[config.mk]
export PLATFORM = sky130hd
export DESIGN_NAME = mirror_filter_pipe_flat
export DESIGN_NICKNAME = d
export VERILOG_FILES = /design/src/rtl/mirror_filter_pipe_if.sv /design/src/rtl/mirror_filter_pipe.sv /design/src/flat_wrapper.sv
export SDC_FILE = /design/constraint.sdc
export NUM_CORES = 1
export LEC_CHECK = 0
export BUFFER_PORTS_ARGS = -buffer_cell sky130_fd_sc_hd__buf_2
export CAP_MARGIN = 20
export CORE_MARGIN = 3
export CORE_UTILIZATION = 52
export CTS_CLUSTER_DIAMETER = 100
export DETAILED_ROUTE_END_ITERATION = 10
export PLACE_DENSITY = 0.89
export SLEW_MARGIN = 20
export SYNTH_ARGS = -nofsm -noshare
export SYNTH_HDL_FRONTEND = slang
export SYNTH_SLANG_ARGS = --single-unit
[constraint.sdc]
create_clock -name clk -period 5.34 [get_ports clk]
set_clock_uncertainty 0.1 [all_clocks]
set_input_delay 0.801 -clock clk [delete_from_list [all_inputs] [get_ports clk]]
set_output_delay 0.801 -clock clk [all_outputs]
set_load 0.01 [all_outputs]
[src/rtl/mirror_filter_pipe_if.sv]
// Pixel-in, frame-buffer read and pixel-out bundle for mirror_filter_pipe.
// slave is the filter's view; master is the view of whatever drives it.
interface mirror_filter_pipe_if #(
   parameter int ADDR_WIDTH = 15
);
   logic                  pix_valid_in;
   logic                  sof;
   logic [9:0]            x_local;
   logic [9:0]            y_local;
   logic [15:0]           rgb565_in;
   logic [2:0]            mode_req;
   logic [1:0]            src_sel;
   logic [ADDR_WIDTH-1:0] read_addr;
   logic                  read_en;
   logic [15:0]           frame_buffer_data;
   logic                  pix_valid_out;
   logic [15:0]           rgb565_out;
   logic [9:0]            x_out;
   logic [9:0]            y_out;
   logic [2:0]            mode_active;

   modport slave (
      input  pix_valid_in, sof, x_local, y_local, rgb565_in, mode_req, src_sel,
             frame_buffer_data,
      output read_addr, read_en, pix_valid_out, rgb565_out, x_out, y_out,
             mode_active
   );

   modport master (
      output pix_valid_in, sof, x_local, y_local, rgb565_in, mode_req, src_sel,
             frame_buffer_data,
      input  read_addr, read_en, pix_valid_out, rgb565_out, x_out, y_out,
             mode_active
   );
endinterface

[src/rtl/mirror_filter_pipe.sv]
// Mirror/symmetry filter: remaps pixel coordinates to a frame-buffer source,
// issues a registered read, and returns the fetched word after 1+RD_LATENCY cycles.
module mirror_filter_pipe #(
   parameter int IMG_WIDTH  = 160,
   parameter int IMG_HEIGHT = 120,
   parameter int ADDR_WIDTH = $clog2(IMG_WIDTH*IMG_HEIGHT),
   parameter int RD_LATENCY = 1
) (
   input  logic              clk,
   input  logic              reset,
   mirror_filter_pipe_if.slave pix
);

   localparam int DL = RD_LATENCY;
   localparam logic [9:0]  W_M1 = 10'(IMG_WIDTH - 1);
   localparam logic [9:0]  H_M1 = 10'(IMG_HEIGHT - 1);
   localparam logic [9:0]  HW   = 10'(IMG_WIDTH / 2);
   localparam logic [9:0]  HH   = 10'(IMG_HEIGHT / 2);
   localparam logic [10:0] W_LIM = 11'(IMG_WIDTH);
   localparam logic [10:0] H_LIM = 11'(IMG_HEIGHT);

   logic [2:0] mode_q;
   logic [1:0] src_q;
   logic [2:0] mode_eff;
   logic [1:0] src_eff;
   logic [9:0] sx;
   logic [9:0] sy;
   logic       flip_x;
   logic       flip_y;
   logic       in_range;
   logic       fetch_mode;
   logic       fetch;
   logic [ADDR_WIDTH-1:0] addr_calc;

   logic        v_q [DL];
   logic        f_q [DL];
   logic [15:0] d_q [DL];
   logic [9:0]  x_q [DL];
   logic [9:0]  y_q [DL];

   // A pixel arriving with sof already sees the mode being latched this cycle.
   assign mode_eff = pix.sof ? pix.mode_req : mode_q;
   assign src_eff  = pix.sof ? pix.src_sel  : src_q;

   always_ff @(posedge clk or negedge reset) begin
      if (!reset) begin
         mode_q <= 3'd0;
         src_q  <= 2'b01;
      end else if (pix.sof) begin
         mode_q <= pix.mode_req;
         src_q  <= pix.src_sel;
      end
   end

   assign pix.mode_active = mode_q;

   always_comb begin
      sx     = pix.x_local;
      sy     = pix.y_local;
      flip_x = src_eff[0] ? (pix.x_local < HW) : (pix.x_local >= HW);
      flip_y = src_eff[1] ? (pix.y_local < HH) : (pix.y_local >= HH);
      case (mode_eff)
         3'd1: begin
            if (flip_x) sx = W_M1 - pix.x_local;
         end
         3'd2: begin
            if (flip_y) sy = H_M1 - pix.y_local;
         end
         3'd3: begin
            if (flip_x) sx = W_M1 - pix.x_local;
            if (flip_y) sy = H_M1 - pix.y_local;
         end
         3'd4: begin
            sx = W_M1 - pix.x_local;
            sy = H_M1 - pix.y_local;
         end
         default: ;
      endcase
   end

   assign in_range   = ({1'b0, pix.x_local} < W_LIM) && ({1'b0, pix.y_local} < H_LIM);
   assign fetch_mode = (mode_eff >= 3'd1) && (mode_eff <= 3'd4);
   assign fetch      = pix.pix_valid_in && fetch_mode && in_range;
   // Modular arithmetic: the low ADDR_WIDTH bits equal the truncated full product.
   assign addr_calc  = ADDR_WIDTH'(sy) * ADDR_WIDTH'(IMG_WIDTH) + ADDR_WIDTH'(sx);

   always_ff @(posedge clk or negedge reset) begin
      if (!reset) begin
         pix.read_en   <= 1'b0;
         pix.read_addr <= '0;
      end else begin
         pix.read_en <= fetch;
         if (fetch) pix.read_addr <= addr_calc;
      end
   end

   always_ff @(posedge clk or negedge reset) begin
      if (!reset) begin
         for (int i = 0; i < DL; i++) begin
            v_q[i] <= 1'b0;
            f_q[i] <= 1'b0;
            d_q[i] <= '0;
            x_q[i] <= '0;
            y_q[i] <= '0;
         end
      end else begin
         v_q[0] <= pix.pix_valid_in;
         f_q[0] <= fetch;
         d_q[0] <= pix.rgb565_in;
         x_q[0] <= pix.x_local;
         y_q[0] <= pix.y_local;
         for (int i = 1; i < DL; i++) begin
            v_q[i] <= v_q[i-1];
            f_q[i] <= f_q[i-1];
            d_q[i] <= d_q[i-1];
            x_q[i] <= x_q[i-1];
            y_q[i] <= y_q[i-1];
         end
      end
   end

   // Final stage of the delay line; data fields hold while no pixel is emitted.
   always_ff @(posedge clk or negedge reset) begin
      if (!reset) begin
         pix.pix_valid_out <= 1'b0;
         pix.rgb565_out    <= '0;
         pix.x_out         <= '0;
         pix.y_out         <= '0;
      end else begin
         pix.pix_valid_out <= v_q[DL-1];
         if (v_q[DL-1]) begin
            pix.rgb565_out <= f_q[DL-1] ? pix.frame_buffer_data : d_q[DL-1];
            pix.x_out      <= x_q[DL-1];
            pix.y_out      <= y_q[DL-1];
         end
      end
   end

endmodule

[src/flat_wrapper.sv]
// flat-port wrapper written by rule: the top's interface ports become plain ports
module mirror_filter_pipe_flat 
#(
   parameter int IMG_WIDTH  = 160,
   parameter int IMG_HEIGHT = 120,
   parameter int ADDR_WIDTH = $clog2(IMG_WIDTH*IMG_HEIGHT),
   parameter int RD_LATENCY = 1
)
  (clk, reset, pix_pix_valid_in, pix_sof, pix_x_local, pix_y_local, pix_rgb565_in, pix_mode_req, pix_src_sel, pix_frame_buffer_data, pix_read_addr, pix_read_en, pix_pix_valid_out, pix_rgb565_out, pix_x_out, pix_y_out, pix_mode_active);
  mirror_filter_pipe_if #(.ADDR_WIDTH(ADDR_WIDTH)) pix_i ();
  input  logic clk;
  input  logic reset;
  input wire logic [$bits(pix_i.pix_valid_in)-1:0] pix_pix_valid_in;
  input wire logic [$bits(pix_i.sof)-1:0] pix_sof;
  input wire logic [$bits(pix_i.x_local)-1:0] pix_x_local;
  input wire logic [$bits(pix_i.y_local)-1:0] pix_y_local;
  input wire logic [$bits(pix_i.rgb565_in)-1:0] pix_rgb565_in;
  input wire logic [$bits(pix_i.mode_req)-1:0] pix_mode_req;
  input wire logic [$bits(pix_i.src_sel)-1:0] pix_src_sel;
  input wire logic [$bits(pix_i.frame_buffer_data)-1:0] pix_frame_buffer_data;
  output wire logic [$bits(pix_i.read_addr)-1:0] pix_read_addr;
  output wire logic [$bits(pix_i.read_en)-1:0] pix_read_en;
  output wire logic [$bits(pix_i.pix_valid_out)-1:0] pix_pix_valid_out;
  output wire logic [$bits(pix_i.rgb565_out)-1:0] pix_rgb565_out;
  output wire logic [$bits(pix_i.x_out)-1:0] pix_x_out;
  output wire logic [$bits(pix_i.y_out)-1:0] pix_y_out;
  output wire logic [$bits(pix_i.mode_active)-1:0] pix_mode_active;
  assign pix_i.pix_valid_in = pix_pix_valid_in;
  assign pix_i.sof = pix_sof;
  assign pix_i.x_local = pix_x_local;
  assign pix_i.y_local = pix_y_local;
  assign pix_i.rgb565_in = pix_rgb565_in;
  assign pix_i.mode_req = pix_mode_req;
  assign pix_i.src_sel = pix_src_sel;
  assign pix_i.frame_buffer_data = pix_frame_buffer_data;
  assign pix_read_addr = pix_i.read_addr;
  assign pix_read_en = pix_i.read_en;
  assign pix_pix_valid_out = pix_i.pix_valid_out;
  assign pix_rgb565_out = pix_i.rgb565_out;
  assign pix_x_out = pix_i.x_out;
  assign pix_y_out = pix_i.y_out;
  assign pix_mode_active = pix_i.mode_active;
  mirror_filter_pipe #(.IMG_WIDTH(IMG_WIDTH), .IMG_HEIGHT(IMG_HEIGHT), .ADDR_WIDTH(ADDR_WIDTH), .RD_LATENCY(RD_LATENCY)) u_core (.clk(clk), .reset(reset), .pix(pix_i));
endmodule
==> results.md <==
* GRT Total Usage at 19.0%
* Seq cells post-synth at 95
* Type of origin of the critical path: primary input
* Sequential area share after synthesis at between 50% and 60%
* Mapped cell area at 4190 um^2
* Slew Viols, Final at 0
* Rows at 32
* Combinational power share at 26.8%
* DIE AREA at 9180 um^2
* Via Count at 2846
* Cell-internal power at between 1 and 1.5 mW
* Synth top area cells: dfrtp_1 56%, mux2_2 8.1%, ha_1 6.0%
* Clock Pin Slew Worst Setup and Hold Paths at 0.10 ns
* Post-synthesis cell count at 330
* Outcome: completed
* Clock root buffer: clkbuf_8
* CTS buffer count at 9
* CP required at 5.52 ns
* Seq pwr share at about 45%
* Pwr/cell area at 358 nW/um^2
* IO Pins at 117
* RSZ-0062 raised after global routing: no
* Synth async-reset ratio at between 90% and 100%
* Area Overhead vs Synth at 21.4%
* Layout cells sized above 1 at 38.9%
* Final nets at 528
* Die extent in x at 95.8 um
* Hold Buf Count CTS at 0
* Post-synth EDFFs at 0
* Clock power share at ~28%
* Period utilization at 85.4%
* Critical Path AT at 4.74 ns
* DRC viols at 0
* Setup_tns at 0 ns
* Total grt overflow at 0
* Synth area leader: dfrtp_1
* Core area at 7770 um^2
* Vias in the first global route at 2888
* CTS Buffer Depth at 2
* Routed wire length at around 8600 um
* CTS tree: yes
* FILL cells at about 590
* YS warnings at 0
* TritonRoute pass-1 iters at 4
* ANT cells at 0
* Initial antenna violation count at 0
* Slew @ Worst Pin at 0.968 ns
* Mean routed wirelength per cell at 15.6 um
* Tot Pwr at 1.82 mW
* First-pass GRT wire length at 13300 um
* Max-Cap Viols at 0
* Sw frac at ~30%
* Largest net degree at the start of global routing at 54
* DP HPWL at 6490 um
* Post-CTS Resized at 0
* Sw power at 0.543 mW
* Crit-path max FO at 7
* Peak supply drop at 237 uV
* Final Hold Viols at 0
* Tmin final at 4.56 ns
* GP Congestion at roughly 0.86
* Critical path type: in2reg
* Top FF cell, synth: dfrtp_1
* Distinct cells, synth at 39
* Clk_lat worst skew at 0.35 ns
* Slew headroom at 35.5%
* Critical path capture point type: flip-flop
* Synth Net Count at around 410
* Count leader, synth: dfrtp_1
* Most frequent cells after synthesis: 94 x dfrtp_1, 32 x a21oi_1, 30 x mux2_2, 29 x nor2_1, 20 x ha_1
* Hold Crit Class: in2async
* Leak Pwr at 2.43 nW
* Fmax at 219 MHz
* DRT iter0 DRCs at between 70 and 80
* Vias per Instance at 5.16
* Top-area cell type share of the netlist area at 56.1%
* Postcts setup bufs at 0
* Syn Area/Cell at 12.7 um^2
* ANT nets after route at 0
* Setup Viol. Count Final at 0
* Die Y at ~96 um
* Buffers on Ports at approximately 120
* H-tree level count at 3
* Starting Density at 54.0%
* CTS sink count at 95
critical path, stage by stage:
cell and delay [ns]:
buf_2 0.14, nor4_2 0.41, a21oi_2 0.13, o21ai_2 0.25, nand2_1 0.23, xor2_1 0.28
ha_1 0.29, ha_1 0.24, fa_1 0.46, ha_1 0.34, a21oi_1 0.10, or3b_1 0.39
nor3_1 0.21, xnor3_1 0.34, a21oi_1 0.14
flip-flops by register name, indices dropped and copies added (netlist names):
name,count
u_core.pix.pix_valid_out,1
u_core.d_q,16
u_core.pix.rgb565_out,16
u_core.y_q,10
u_core.src_q,2
u_core.pix.read_addr,15
u_core.pix.y_out,10
u_core.pix.mode_active,3
u_core.x_q,10
u_core.v_q,1
u_core.pix.read_en,1
u_core.pix.x_out,10
power by group through the flow:
stage | registers [mW] | logic (mW) | clock network [mW]
6_report | 0.821 | 0.489 | 0.515
5_1_grt | 0.829 | 0.544 | 0.562
4_1_cts | 0.821 | 0.491 | 0.524
3_5_place_dp | 0.835 | 0.485 | 0
3_3_place_gp | 0.831 | 0.470 | 0
2_1_floorplan | 0.851 | 0.309 | 0
metrics by stage:
step | hold slack, ns | util [%] | std cells | cell area [um^2] | setup slack [ns]
2_1_floorplan | 0.252 | - | 330 | 4190 | 0.828
3_3_place_gp | 0.357 | 62.6 | 536 | 4860 | 0.603
3_5_place_dp | 0.364 | 62.6 | 536 | 4860 | 0.458
4_1_cts | 0.339 | 65.4 | 552 | 5080 | 0.806
5_1_grt | 0.341 | 65.5 | 552 | 5090 | 0.458
6_report | 0.322 | 65.5 | 552 | 5090 | 0.780
layer usage:
| layer | routed length [um] | GRT usage [%] | up-vias |
|---|---|---|---|
| met1 | 3750 | 23.7 | 1351 |
| met5 | 0 | 0 | - |
| li1 | - | - | 1367 |
| met3 | 675 | 5.71 | 20 |
| met2 | 4020 | 30.7 | 108 |
| met4 | 195 | 8.41 | 0 |
kinds of logic (layout without fill, tap and decap cells):
| group | after synthesis | count (layout) | synth area share [%] |
|---|---|---|---|
| xor gates and xnor gates | 31 | 31 | 6.80 |
| DFF | 95 | 95 | 56.7 |
| buffers and inverters | 22 | 142 | 2.21 |
| AOI/OAI and AO/OA | 50 | 50 | 7.10 |
| adders and majority gates | 22 | 22 | 6.92 |
| and+or+nand+nor | 59 | 59 | 6.77 |
| muxes | 51 | 51 | 13.5 |
worst paths after layout:
check                                                from                              endpoint  slack (ns)  cells after the start
worst min register to register    u_core.x_q[7]$_DFF_PN0_       u_core.pix.x_out[7]$_DFFE_PN0P_        0.37                      1
worst min-delay path                                reset              u_core.d_q[15]$_DFF_PN0_        0.32                      1
worst max-delay path                       pix_y_local[6]  u_core.pix.read_addr[14]$_DFFE_PN0P_        0.78                     15
min in group clk                  u_core.x_q[7]$_DFF_PN0_       u_core.pix.x_out[7]$_DFFE_PN0P_        0.37                      1
worst max register to register  u_core.src_q[1]$_DFF_PN0_  u_core.pix.read_addr[14]$_DFFE_PN0P_        1.11                     14
max in group asynchronous                           reset   u_core.pix.mode_active[0]$_DFF_PN0_        3.79                      2
cells in the final DEF (no fill, tap or decap), drive strengths merged, types with 3 or more instances in the layout:
master and n:
o21ai 7, clkbuf 10, mux2i 17, nor2 29
nor2b 5, nand2 10, a21oi 33, buf 118
dfrtp 94, xnor2 15, ha 20, nor3 3
mux2 34, xor2 15, inv 10, o21bai 3
final cells by class:
| type | count | area (um^2) | area share, % |
|---|---|---|---|
| Clock inverter | 6 | 91.3 | 1.79 |
| Timing Repair Buffer | 118 | 598 | 11.8 |
| Tap cell | 102 | 128 | 2.51 |
| Sequential cell | 95 | 2380 | 46.8 |
| Multi-Input combinational cell | 213 | 1730 | 34.1 |
| Clock buffer | 10 | 128 | 2.51 |
| Inverter | 8 | 30.0 | 0.590 |
Power figures use the tool's default switching activity.
